File: config.mk
export PLATFORM = sky130hd
export DESIGN_NAME = accelerator_write_interface_vector
export DESIGN_NICKNAME = d
export VERILOG_FILES = /design/src/rtl/accelerator_write_interface_vector.sv
export SDC_FILE = /design/constraint.sdc
export NUM_CORES = 1
export LEC_CHECK = 0
export ABC_AREA = 1
export CAP_MARGIN = 20
export CORE_MARGIN = 10
export CORE_UTILIZATION = 39
export CTS_BUF_LIST = sky130_fd_sc_hd__clkbuf_8
export DETAILED_ROUTE_END_ITERATION = 8
export PLACE_DENSITY = 0.6
export RECOVER_POWER = 50
export SYNTH_ARGS = -nofsm -noshare
export SYNTH_HDL_FRONTEND = slang
export SYNTH_SLANG_ARGS = --single-unit
File: constraint.sdc
create_clock -name CLK -period 4.4 [get_ports CLK]
set_input_delay 0.88 -clock CLK [delete_from_list [all_inputs] [get_ports CLK]]
set_output_delay 0.88 -clock CLK [all_outputs]
set_load 0.03 [all_outputs]
File: src/rtl/accelerator_write_interface_vector.sv
// Splits a write-interface vector streamed on XI_IN into its fields
// (k, beta, e, v, ga, gw) and strobes each one out on its own registered port.
module accelerator_write_interface_vector #(
  parameter int DATA_SIZE    = 64,
  parameter int CONTROL_SIZE = 64
) (
  input  logic                 CLK,
  input  logic                 RST,
  input  logic                 START,
  output logic                 READY,
  input  logic [DATA_SIZE-1:0] SIZE_W_IN,
  input  logic                 XI_IN_ENABLE,
  input  logic [DATA_SIZE-1:0] XI_IN,
  output logic [DATA_SIZE-1:0] K_OUT,
  output logic                 K_OUT_ENABLE,
  output logic [DATA_SIZE-1:0] BETA_OUT,
  output logic                 BETA_OUT_ENABLE,
  output logic [DATA_SIZE-1:0] E_OUT,
  output logic                 E_OUT_ENABLE,
  output logic [DATA_SIZE-1:0] V_OUT,
  output logic                 V_OUT_ENABLE,
  output logic [DATA_SIZE-1:0] GA_OUT,
  output logic                 GA_OUT_ENABLE,
  output logic [DATA_SIZE-1:0] GW_OUT,
  output logic                 GW_OUT_ENABLE
);

  typedef enum logic [2:0] {
    IDLE   = 3'd0,
    KEY    = 3'd1,
    BETA   = 3'd2,
    ERASE  = 3'd3,
    VECTOR = 3'd4,
    GA     = 3'd5,
    GW     = 3'd6,
    DONE   = 3'd7
  } state_t;

  localparam logic [DATA_SIZE-1:0] ZERO_W = {DATA_SIZE{1'b0}};
  localparam logic [DATA_SIZE-1:0] ONE_W  = DATA_SIZE'(1'b1);
  // CONTROL_SIZE is carried only for family compatibility; this term is always 1
  localparam logic CONTROL_OK = (CONTROL_SIZE == CONTROL_SIZE);

  state_t                 state_r, state_s;
  logic [DATA_SIZE-1:0]   index_r, index_s;
  logic [DATA_SIZE-1:0]   size_w_r, size_w_s;
  logic                   accept_s;
  logic                   last_s;

  logic [DATA_SIZE-1:0]   k_r, beta_r, e_r, v_r, ga_r, gw_r;
  logic                   k_en_r, beta_en_r, e_en_r, v_en_r, ga_en_r, gw_en_r;
  logic                   ready_r;

  // Next-state, element index and latched word width
  always_comb begin
    state_s  = state_r;
    index_s  = index_r;
    size_w_s = size_w_r;
    accept_s = XI_IN_ENABLE & CONTROL_OK & (state_r != IDLE) & (state_r != DONE);
    last_s   = (size_w_r != ZERO_W) && (index_r == (size_w_r - ONE_W));
    case (state_r)
      IDLE: begin
        if (START) begin
          size_w_s = SIZE_W_IN;
          index_s  = ZERO_W;
          state_s  = (SIZE_W_IN == ZERO_W) ? BETA : KEY;
        end else begin
          state_s = IDLE;
        end
      end
      KEY, ERASE, VECTOR: begin
        if (accept_s) begin
          if (last_s) begin
            index_s = ZERO_W;
            case (state_r)
              KEY:     state_s = BETA;
              ERASE:   state_s = VECTOR;
              default: state_s = GA;
            endcase
          end else begin
            index_s = index_r + ONE_W;
          end
        end else begin
          index_s = index_r;
        end
      end
      BETA: begin
        if (accept_s) begin
          state_s = (size_w_r == ZERO_W) ? GA : ERASE;
        end else begin
          state_s = BETA;
        end
      end
      GA: begin
        if (accept_s) begin
          state_s = GW;
        end else begin
          state_s = GA;
        end
      end
      GW: begin
        if (accept_s) begin
          state_s = DONE;
        end else begin
          state_s = GW;
        end
      end
      DONE:    state_s = IDLE;
      default: state_s = IDLE;
    endcase
  end

  // Parser state registers
  always_ff @(posedge CLK or negedge RST) begin
    if (!RST) begin
      state_r  <= IDLE;
      index_r  <= ZERO_W;
      size_w_r <= ZERO_W;
    end else begin
      state_r  <= state_s;
      index_r  <= index_s;
      size_w_r <= size_w_s;
    end
  end

  // Field outputs: data holds between strobes, each strobe lasts one cycle
  always_ff @(posedge CLK or negedge RST) begin
    if (!RST) begin
      k_r       <= ZERO_W;
      beta_r    <= ZERO_W;
      e_r       <= ZERO_W;
      v_r       <= ZERO_W;
      ga_r      <= ZERO_W;
      gw_r      <= ZERO_W;
      k_en_r    <= 1'b0;
      beta_en_r <= 1'b0;
      e_en_r    <= 1'b0;
      v_en_r    <= 1'b0;
      ga_en_r   <= 1'b0;
      gw_en_r   <= 1'b0;
      ready_r   <= 1'b0;
    end else begin
      k_en_r    <= 1'b0;
      beta_en_r <= 1'b0;
      e_en_r    <= 1'b0;
      v_en_r    <= 1'b0;
      ga_en_r   <= 1'b0;
      gw_en_r   <= 1'b0;
      ready_r   <= (state_r == DONE);
      if (accept_s) begin
        case (state_r)
          KEY:    begin k_r    <= XI_IN; k_en_r    <= 1'b1; end
          BETA:   begin beta_r <= XI_IN; beta_en_r <= 1'b1; end
          ERASE:  begin e_r    <= XI_IN; e_en_r    <= 1'b1; end
          VECTOR: begin v_r    <= XI_IN; v_en_r    <= 1'b1; end
          GA:     begin ga_r   <= XI_IN; ga_en_r   <= 1'b1; end
          GW:     begin gw_r   <= XI_IN; gw_en_r   <= 1'b1; end
          default: begin end
        endcase
      end
    end
  end

  assign K_OUT           = k_r;
  assign K_OUT_ENABLE    = k_en_r;
  assign BETA_OUT        = beta_r;
  assign BETA_OUT_ENABLE = beta_en_r;
  assign E_OUT           = e_r;
  assign E_OUT_ENABLE    = e_en_r;
  assign V_OUT           = v_r;
  assign V_OUT_ENABLE    = v_en_r;
  assign GA_OUT          = ga_r;
  assign GA_OUT_ENABLE   = ga_en_r;
  assign GW_OUT          = gw_r;
  assign GW_OUT_ENABLE   = gw_en_r;
  assign READY           = ready_r;

endmodule
==> results.toml, run 1 <==
[cts]
cts_htree_levels = 3
cts_resized = 0
clk_pin_slew_ps = 60
clock-sinks = 522
cts_hold_buf = 0
cts_setup_buffers = 0
clk_path_buf_depth = 3
clock-root-buffer = "clkbuf_8"
cts_buffers = 91
tritoncts = "built"
clock_latency_ps = 720

[synth]
ys_ff_latch = 522
synthArstFlopShare = 1.00
syn_inst = 3070
seq_area_frac_synth = 0.520
synth_most_common_cell = "nand2_1"
synth_fa_ha_area_frac = 0.000996
synth_top_family_by_area = "simple AND/OR/NAND/NOR gates"
ys_types = 35
synth-edff-count = 0
yosys.area.top_type = "dfrtp_1"
synth_xor_area_frac = 0.0398
synth_compound_area_frac = 0.0917
syn_area_sq_um = 25100
synth_simple_gate_area_frac = 0.267
ys.flop_type = "dfrtp_1"
synth_commonest_cells = "nand2_1, dfrtp_1, o21ai_0, nor2_1, inv_1"
ys_warn_count = 0
avgSynthCellArea_sq_um = 8.18
synthMuxAreaShare = 0.0202
yosys.area.top_type_share = 0.520
syn_nets = 3204
synth_area_leaders = "dfrtp_1, nand2_1, o21ai_0"

[route]
drcViolationCount = 0
vias_per_cell = 5.19
dr.pass1.iters = 8
routedWlPerCell_um = 24.1
routed_wl_mm = 109
ant_nets = 0
dr_total_vias = 23400
drt-initial-drc-count = 1952

[final_layout]
postLayoutCellArea_sq_um = 33200
final_nets = 3714
syn2layout_area_growth_pct = 32.0
drive_gt1_frac = 0.0736
final-seq-area_sq_um = 13100
multi_input_area_sq_um = 10600
fillers = 5945

[floorplanning]
start_util = 0.396
row_count = 92
die-area_sq_um = 75000
num_io_pins = 523
core-area_sq_um = 63400
die_w_um = 274
die_height_um = 274

[timing]
fin_tns_setup_ps = 0
finalCritPeriodShare = 0.838
tightest_slew_ps = 2810
max_freq_ghz = 0.271
min_period_ps = 3690
relSlewSlack = -0.871
whs_ps = 487
hold_viol_final = 0
maxSlewViolCount = 432
skew_ps = 55.2
rsz0062_at_grt = "no"
setup_violations = 0
postLayoutSetupSlackWorst_ps = 713

[placed_design]
preCtsSetupSlack_ps = 941
port_buffers = 522
dpl_cell_area_sq_um = 31200
globalplace.congestion = 0.992
post-dp-hpwl_mm = 83.6

[setup_path]
cp-start-kind = "primary input"
cp.required_ps = 4960
crit_arrival_ps = 4240
criticalPathCategory = "in -> reg"
crit_fanout = 49
endpoint_kind = "register"

[hold_path]
min_path_type = "reg -> reg"

[run_status]
violations = "max-capacitance violations, max-slew violations"
status = "complete, but fails checks"

[global_route]
grt_pass1_wl_mm = 161
grt_util_all_layers = 0.286
overflow = 0
grt_antenna_before_repair = 6
grt_pass1_vias = 23900
grt_start_max_net_pins = 130

[flow_run]
maxCapViolCount = 7

[pwr]
p_leak_nw = 15.5
power.density_nw_per_um2 = 797
max-vdd-ir-drop_uv = 550
-- flip-flops by register name, summed over array words and instances, names as in the netlist --
signal,count
V_OUT_ENABLE,1
GA_OUT,64
V_OUT,64
GW_OUT,64
GW_OUT_ENABLE,1
GA_OUT_ENABLE,1
E_OUT,64
BETA_OUT_ENABLE,1
K_OUT_ENABLE,1
index_r,64
READY,1
E_OUT_ENABLE,1
BETA_OUT,64
size_w_r,64
state_r,3
K_OUT,64
-- final timing paths --
kind / from / end / slack [ps] / cells past startpoint
max: XI_IN_ENABLE / BETA_OUT[15]$_DFFE_PN0P_ / 710 / 8
min: K_OUT[12]$_DFFE_PN0P_ / K_OUT[12]$_DFFE_PN0P_ / 490 / 2
max reg2reg: state_r[1]$_DFFE_PN0P_ / BETA_OUT[15]$_DFFE_PN0P_ / 780 / 11
min reg2reg: K_OUT[12]$_DFFE_PN0P_ / K_OUT[12]$_DFFE_PN0P_ / 490 / 2
max in group asynchronous: RST / GA_OUT[49]$_DFFE_PN0P_ / 930 / 2
min in group asynchronous: RST / size_w_r[1]$_DFFE_PN0P_ / 940 / 1
-- final cells by class --
cell class | instances | share of cell area
flip-flops and latches | 522 | 0.394
repair buffers | 549 | 0.165
well taps | 846 | 0.0319
clock buffers | 119 | 0.0494
multi-input cells | 2160 | 0.318
clock inverters | 50 | 0.0120
inverters | 256 | 0.0291
diodes | 3 | 0.000226
-- layout by cell type, fill, tap and decap left out, types with 14 or more instances in the layout --
cell,count
nor2_1,282
nor2_2,14
inv_1,270
nand3_1,99
o21a_1,64
nand3b_1,18
nand4_1,95
dfrtp_1,522
nor4_1,26
nor3_1,27
clkdlybuf4s50_1,520
xnor2_1,18
nand2_1,978
mux2_2,45
o21ai_0,352
clkbuf_8,119
xor2_1,96
clkinv_2,14
-- layer usage --
metal	share of wire	vias up	GRT usage
li1	-	10900	-
met1	0.40	11500	0.344
met2	0.48	879	0.468
met3	0.093	183	0.103
met4	0.034	4	0.0949
met5	0.00031	-	0
-- power by group --
part / total, mW / switching, mW / internal, mW
Clock: 4.93 / 2.23 / 2.70
Sequential: 8.32 / 1.53 / 6.79
Combinational: 13.2 / 8.57 / 4.61
Total: 26.4 / 12.3 / 14.1
-- critical path, cell delays in order --
cell           delay, ps
dlygate4sd3_1        570
inv_1                130
nor2_1               200
clkinvlp_2          1330
buf_12               680
buf_4                240
nand2_1               70
o21ai_0               70
-- cell families (layout without fill, tap and decap cells) --
group | Yosys count | after routing
AOI/OAI and AO/OA | 425 | 425
xor gates and xnor gates | 114 | 114
adders and majority gates | 2 | 2
buffers and inverters | 388 | 974
DFF | 522 | 522
muxes | 45 | 45
other | 0 | 3
and+or+nand+nor | 1574 | 1574
-- through the flow --
| stage | total power [mW] | utilization | instances |
|---|---|---|---|
| after global placement | 21.4 | 0.492 | 4333 |
| final | 26.4 | 0.523 | 4505 |
| after floorplan | 15.2 | - | 3070 |
| after global routing | 27.9 | 0.523 | 4505 |
| after detailed placement | 21.5 | 0.492 | 4333 |
| after CTS | 26.5 | 0.524 | 4502 |
Note: power is estimated with default switching activity, not from simulation.
==> inputs of run 2 (changes only) <==
- PLACE_DENSITY: 0.6 -> 0.62
- clock period: 4.4 -> 3.3 ns (I/O delays scaled with it)
==> run 2 against run 1 <==
Effect of this change:
- combinational power rose by 33%
- the flow still finishes with violations (max-capacitance violations, max-slew violations)
- non-clock buffer count rose by 18
- die area did not move
- register-to-register slack got worse by 430 ps
- global-route usage fell by 1.1 points
- routed wire length fell by 4.1%
- worst setup slack got worse by 360 ps
- largest power group unchanged
- clock power rose by 30%
- largest cell class unchanged
==> results.toml, run 2 (synthesized netlist as in run 1, its figures left out) <==
[run_status]
status = "complete, but fails checks"
violations = "max-capacitance violations, max-slew violations"

[route]
routed_wl_mm = 104
ant_nets = 0
drt-initial-drc-count = 2140
dr_total_vias = 23000
vias_per_cell = 5.08
dr.pass1.iters = 7
routedWlPerCell_um = 23.0
drcViolationCount = 0

[setup_path]
r2r_cells = 16
cp_common_cell = "nand2_1"
path_cells = "inv_2 -> ha_1 -> nand2_4 -> nor2_8 -> nand2_4 -> nor2_8 -> nand3_1 -> o21ai_0 -> nand2_1 -> nor2_1 -> nand2_1 -> nor2_1 -> nand3_1 -> nand2_1 -> buf_4 -> o21ai_0"
cp.required_ps = 3860
crit_arrival_ps = 3510
r2r-end = "index_r[0]$_DFFE_PN0P_"
critPathLaunch = "size_w_r[0]$_DFFE_PN0P_"
timing.rr.start = "size_w_r[0]$_DFFE_PN0P_"
cp-start-kind = "register"
crit_fanout = 11
cp_slowest_cell = "dfrtp_1"
r2r_slack_ps = 350
max_stage_delay_ps = 400
endpoint_kind = "register"
criticalPathCategory = "reg -> reg"

[floorplanning]
die_w_um = 274
start_util = 0.396
core-area_sq_um = 63400
row_count = 92
die_height_um = 274
die-area_sq_um = 75000
num_io_pins = 523

[pwr]
power.density_nw_per_um2 = 1050
p_leak_nw = 15.6
max-vdd-ir-drop_uv = 721
power_mw = 35.0

[final_layout]
final_common_cell = "nand2_1"
fillers = 6012
syn2layout_area_growth_pct = 32.7
final_cell_mix = "nand2_1, dfrtp_1, clkdlybuf4s50_1"
final_nets = 3732
drive_gt1_frac = 0.0768

[placed_design]
port_buffers = 522
post-dp-hpwl_mm = 79.6
globalplace.congestion = 0.974

[hold_path]
holdPathStages = 2
min-delay-start = "GW_OUT[17]$_DFFE_PN0P_"
worstHoldEndpoint = "GW_OUT[17]$_DFFE_PN0P_"
min_path_type = "reg -> reg"

[global_route]
grt_pass1_wl_mm = 155
grt_antenna_before_repair = 9
overflow = 0
grt_start_max_net_pins = 129
grt_util_all_layers = 0.275
grt_pass1_vias = 23300

[cts]
clk_path_buf_depth = 3
cts_htree_levels = 3
clk_pin_slew_ps = 60
cts_setup_buffers = 0
tritoncts = "built"
clock-root-buffer = "clkbuf_8"
cts_buffers = 91
clock-sinks = 522
cts_resized = 0
clock_latency_ps = 730

[timing]
max_freq_ghz = 0.339
maxSlewViolCount = 54
whs_ps = 483
rsz0062_at_grt = "no"
relSlewSlack = -0.0598
finalCritPeriodShare = 0.894
tightest_slew_ps = 1590
setup_violations = 0
fin_tns_setup_ps = 0
skew_ps = 34.2
hold_viol_final = 0
min_period_ps = 2950

[flow_run]
maxCapViolCount = 1
==> run 2: cell count changes in the layout (fill, tap and decap cells not counted), sizes merged <==
cell,before,now
buf,18,31
bufinv,4,2
clkbuf,129,137
clkdlybuf4s50,520,521
clkinv,18,13
clkinvlp,5,2
diode,3,7
inv,279,283
==> run 2: what timing repair did <==
action                     in CTS  in global routing
hold endpoints to repair       47                  0
setup endpoints to repair       0                  0
hold buffers                    1                  0
==> run 2: area by class of cell <==
class                      instances  area [sq um]  area share
tap                              846          1060      0.0318
timing repair buffer             567          5680       0.170
antenna                            7          17.5    0.000526
clock buffer                     123          1690      0.0508
sequential                       522         13100       0.392
clock inverter                    44           305     0.00916
multi-input combinational       2160         10500       0.316
inverter                         256           967      0.0290
==> run 2: worst max-delay path, delay by kind of cell (launching register included) <==
family                   cells  cell delay [ps]
flip-flops                   1              400
adder cells (fa/ha/maj)      1              250
buffers and inverters        2              270
AND/OR/NAND/NOR             11             1460
AO/OA/AOI/OAI                2              420
==> run 2: how the worst max path moves through the flow <==
stage	cells after the start	slack (ps)	endpoint
final	16	350	index_r[0]$_DFFE_PN0P_
after global routing	3	120	size_w_r[33]$_DFFE_PN0P_
after CTS	16	400	index_r[0]$_DFFE_PN0P_
after floorplan	19	970	index_r[10]$_DFFE_PN0P_
after detailed placement	16	420	index_r[0]$_DFFE_PN0P_
after global placement	16	390	index_r[0]$_DFFE_PN0P_
==> run 2: layer usage <==
layer | track usage | vias up | share of wire
li1 | - | 10900 | -
met1 | 0.339 | 11100 | 0.40
met2 | 0.447 | 813 | 0.48
met3 | 0.0964 | 155 | 0.093
met4 | 0.0813 | 0 | 0.026
met5 | 0 | - | 0
==> run 2: per-stage QoR <==
step | cells | instance area [sq um] | util | setup slack, ps
final | 4525 | 33300 | 0.526 | 351
after global routing | 4522 | 33300 | 0.525 | 116
after CTS | 4518 | 33400 | 0.527 | 405
after detailed placement | 4350 | 31400 | 0.496 | 421
after global placement | 4350 | 31400 | 0.496 | 387
after floorplan | 3070 | 25100 | - | 971
==> run 2: where the power goes <==
part | internal, mW | leakage [nW] | total [mW] | switching (mW)
clock network | 3.52 | 1.13 | 6.43 | 2.90
registers | 9.05 | 6.53 | 11.0 | 1.92
logic | 6.18 | 7.96 | 17.6 | 11.4
==> inputs of run 3 (changes only) <==
- PLACE_DENSITY: 0.62 -> 0.71
- clock period: 3.3 -> 3.65 ns (I/O delays scaled with it)
==> run 3 against run 2 <==
Effect of this change:
- the flow still finishes with violations (max-capacitance violations, max-slew violations)
- via count is 0.84% higher
- cell count is 0.11% lower
- power is 9.9% lower
- non-clock buffer count is 2 lower
- worst hold slack worse by 4.6 ps
- cell area is 0.29% lower
- die area stayed put
- sequential share of layout area is 0.11 points higher
- register-to-register slack better by 120 ps
- sequential power is 9.6% lower
- routed wire length is 1.2% lower
- first-iteration DRC count is 0.75% higher
- critical path type is now in -> reg
- largest power group unchanged
==> results.toml, run 3 (synthesized netlist as in run 1, its figures left out) <==
[cts]
clock_latency_ps = 730
cts_setup_buffers = 0
cts_buffers = 91
clock-sinks = 522
cts_htree_levels = 3
clk_path_buf_depth = 3
clock-root-buffer = "clkbuf_8"
clk_pin_slew_ps = 60
tritoncts = "built"

[route]
routed_wl_mm = 103
ant_nets = 0
drcViolationCount = 0
vias_per_cell = 5.13
routedWlPerCell_um = 22.8
dr.pass1.iters = 5
drt-initial-drc-count = 2156
dr_total_vias = 23200

[floorplanning]
die_w_um = 274
start_util = 0.396
row_count = 92
core-area_sq_um = 63400
die-area_sq_um = 75000
num_io_pins = 523
die_height_um = 274

[final_layout]
syn2layout_area_growth_pct = 32.3
final_cell_mix = "nand2_1, dfrtp_1, clkdlybuf4s50_1"
multi_input_area_sq_um = 10600
final_nets = 3730
fillers = 5927
final_common_cell = "nand2_1"
final_core_util = 0.524
drive_gt1_frac = 0.0731
final-seq-area_sq_um = 13100

[setup_path]
timing.rr.start = "size_w_r[0]$_DFFE_PN0P_"
path_delay_family = "buffers and inverters"
r2r-end = "state_r[1]$_DFFE_PN0P_"
cp.required_ps = 4140
path_depth = 6
crit_fanout = 128
critPathLaunch = "XI_IN_ENABLE"
path_cells = "dlygate4sd3_1 -> inv_1 -> nor2_1 -> clkinvlp_2 -> buf_2 -> o21ai_0"
r2r_cells = 19
cp-endpoint = "GW_OUT[42]$_DFFE_PN0P_"
r2r_slack_ps = 470
criticalPathCategory = "in -> reg"
cp_slowest_cell = "buf_2"
endpoint_kind = "register"
cp-start-kind = "primary input"
critical_path_buf_inv_count = 4
max_stage_delay_ps = 1600
crit_arrival_ps = 3710

[timing]
skew_ps = 67.6
min_period_ps = 3230
fin_tns_setup_ps = 0
setup_violations = 0
postLayoutSetupSlackWorst_ps = 424
rsz0062_at_grt = "no"
maxSlewViolCount = 473
whs_ps = 478
relSlewSlack = -0.603
max_freq_ghz = 0.310
finalCritPeriodShare = 0.884
tightest_slew_ps = 2400
hold_viol_final = 0

[pwr]
p_leak_nw = 15.6
power_mw = 31.5
power.density_nw_per_um2 = 949
max-vdd-ir-drop_uv = 704

[placed_design]
globalplace.congestion = 0.976
port_buffers = 522
preCtsSetupSlack_ps = 587
post-dp-hpwl_mm = 78.6

[hold_path]
min-delay-start = "K_OUT[12]$_DFFE_PN0P_"
min_path_type = "reg -> reg"

[global_route]
grt_pass1_vias = 23200
grt_antenna_before_repair = 13
grt_start_max_net_pins = 129
overflow = 0
grt_pass1_wl_mm = 152
grt_util_all_layers = 0.270

[run_status]
violations = "max-capacitance violations, max-slew violations"
status = "complete, but fails checks"

[flow_run]
maxCapViolCount = 7
-- run 3: cell count changes in the layout (fill, tap and decap cells not counted), moves of 2 or more --
cell and delta:
buf_12 -4, bufinv_16 +2, clkbuf_4 -2, clkbuf_8 -6
clkinv_2 -9, diode_2 +2, inv_1 +7
-- run 3: stage by stage --
| stage | instance area [sq um] | instances |
|---|---|---|
| 2_1_floorplan | 25100 | 3070 |
| 3_3_place_gp | 31400 | 4348 |
| 3_5_place_dp | 31400 | 4348 |
| 4_1_cts | 33300 | 4511 |
| 5_1_grt | 33200 | 4520 |
| 6_report | 33200 | 4520 |
-- run 3: layout make-up --
| class | instances | share of cell area |
|---|---|---|
| Tap cell | 846 | 0.0318 |
| Inverter | 256 | 0.0291 |
| Multi-Input combinational cell | 2160 | 0.318 |
| Clock inverter | 45 | 0.0107 |
| Sequential cell | 522 | 0.393 |
| Timing Repair Buffer | 565 | 0.169 |
| Clock buffer | 117 | 0.0485 |
| Antenna cell | 9 | 0.000678 |
-- run 3: worst min path at each step --
stage / endpoint / cells past startpoint
4_1_cts: K_OUT[16]$_DFFE_PN0P_ / 2
3_5_place_dp: K_OUT[12]$_DFFE_PN0P_ / 2
6_report: K_OUT[12]$_DFFE_PN0P_ / 2
5_1_grt: V_OUT[12]$_DFFE_PN0P_ / 1
2_1_floorplan: BETA_OUT[0]$_DFFE_PN0P_ / 0
3_3_place_gp: E_OUT[6]$_DFFE_PN0P_ / 2
-- run 3: worst reg2reg max path, stage by stage (launching register included) --
cell and delay, ps:
dfrtp_1 390, inv_2 70, ha_1 260, nand2_4 120
nor2_8 220, nand2_4 160, nor2_4 190, nand2_1 70
nand2_1 70, nand2_1 80, nor2_1 180, nand2_1 120
nor2_1 120, nand2_1 80, nor2_1 170, nand3_1 110
nand2_1 290, nand2_1 160, nand2_1 100, nand2_1 50
-- run 3: per-layer routing --
layer  up-vias  global-route usage  wire length [um]
met5         -                   0                 0
met4         0              0.0916              2810
met3       158              0.0944             10200
met2       901               0.439             49200
met1     11200               0.327             40600
li1      10900                   -                 -
-- run 3: timing repair --
action,in CTS,in global routing
resized for setup,0,0
hold buffers,1,0
endpoints found under the hold margin,42,0
setup endpoints to repair,0,0
-- run 3: power breakdown --
group | leakage [nW] | total, mW | internal, mW | switching [mW]
logic | 7.92 | 15.8 | 5.60 | 10.2
registers | 6.53 | 9.94 | 8.19 | 1.75
clock network | 1.12 | 5.78 | 3.19 | 2.60
total | 15.6 | 31.5 | 17.0 | 14.6
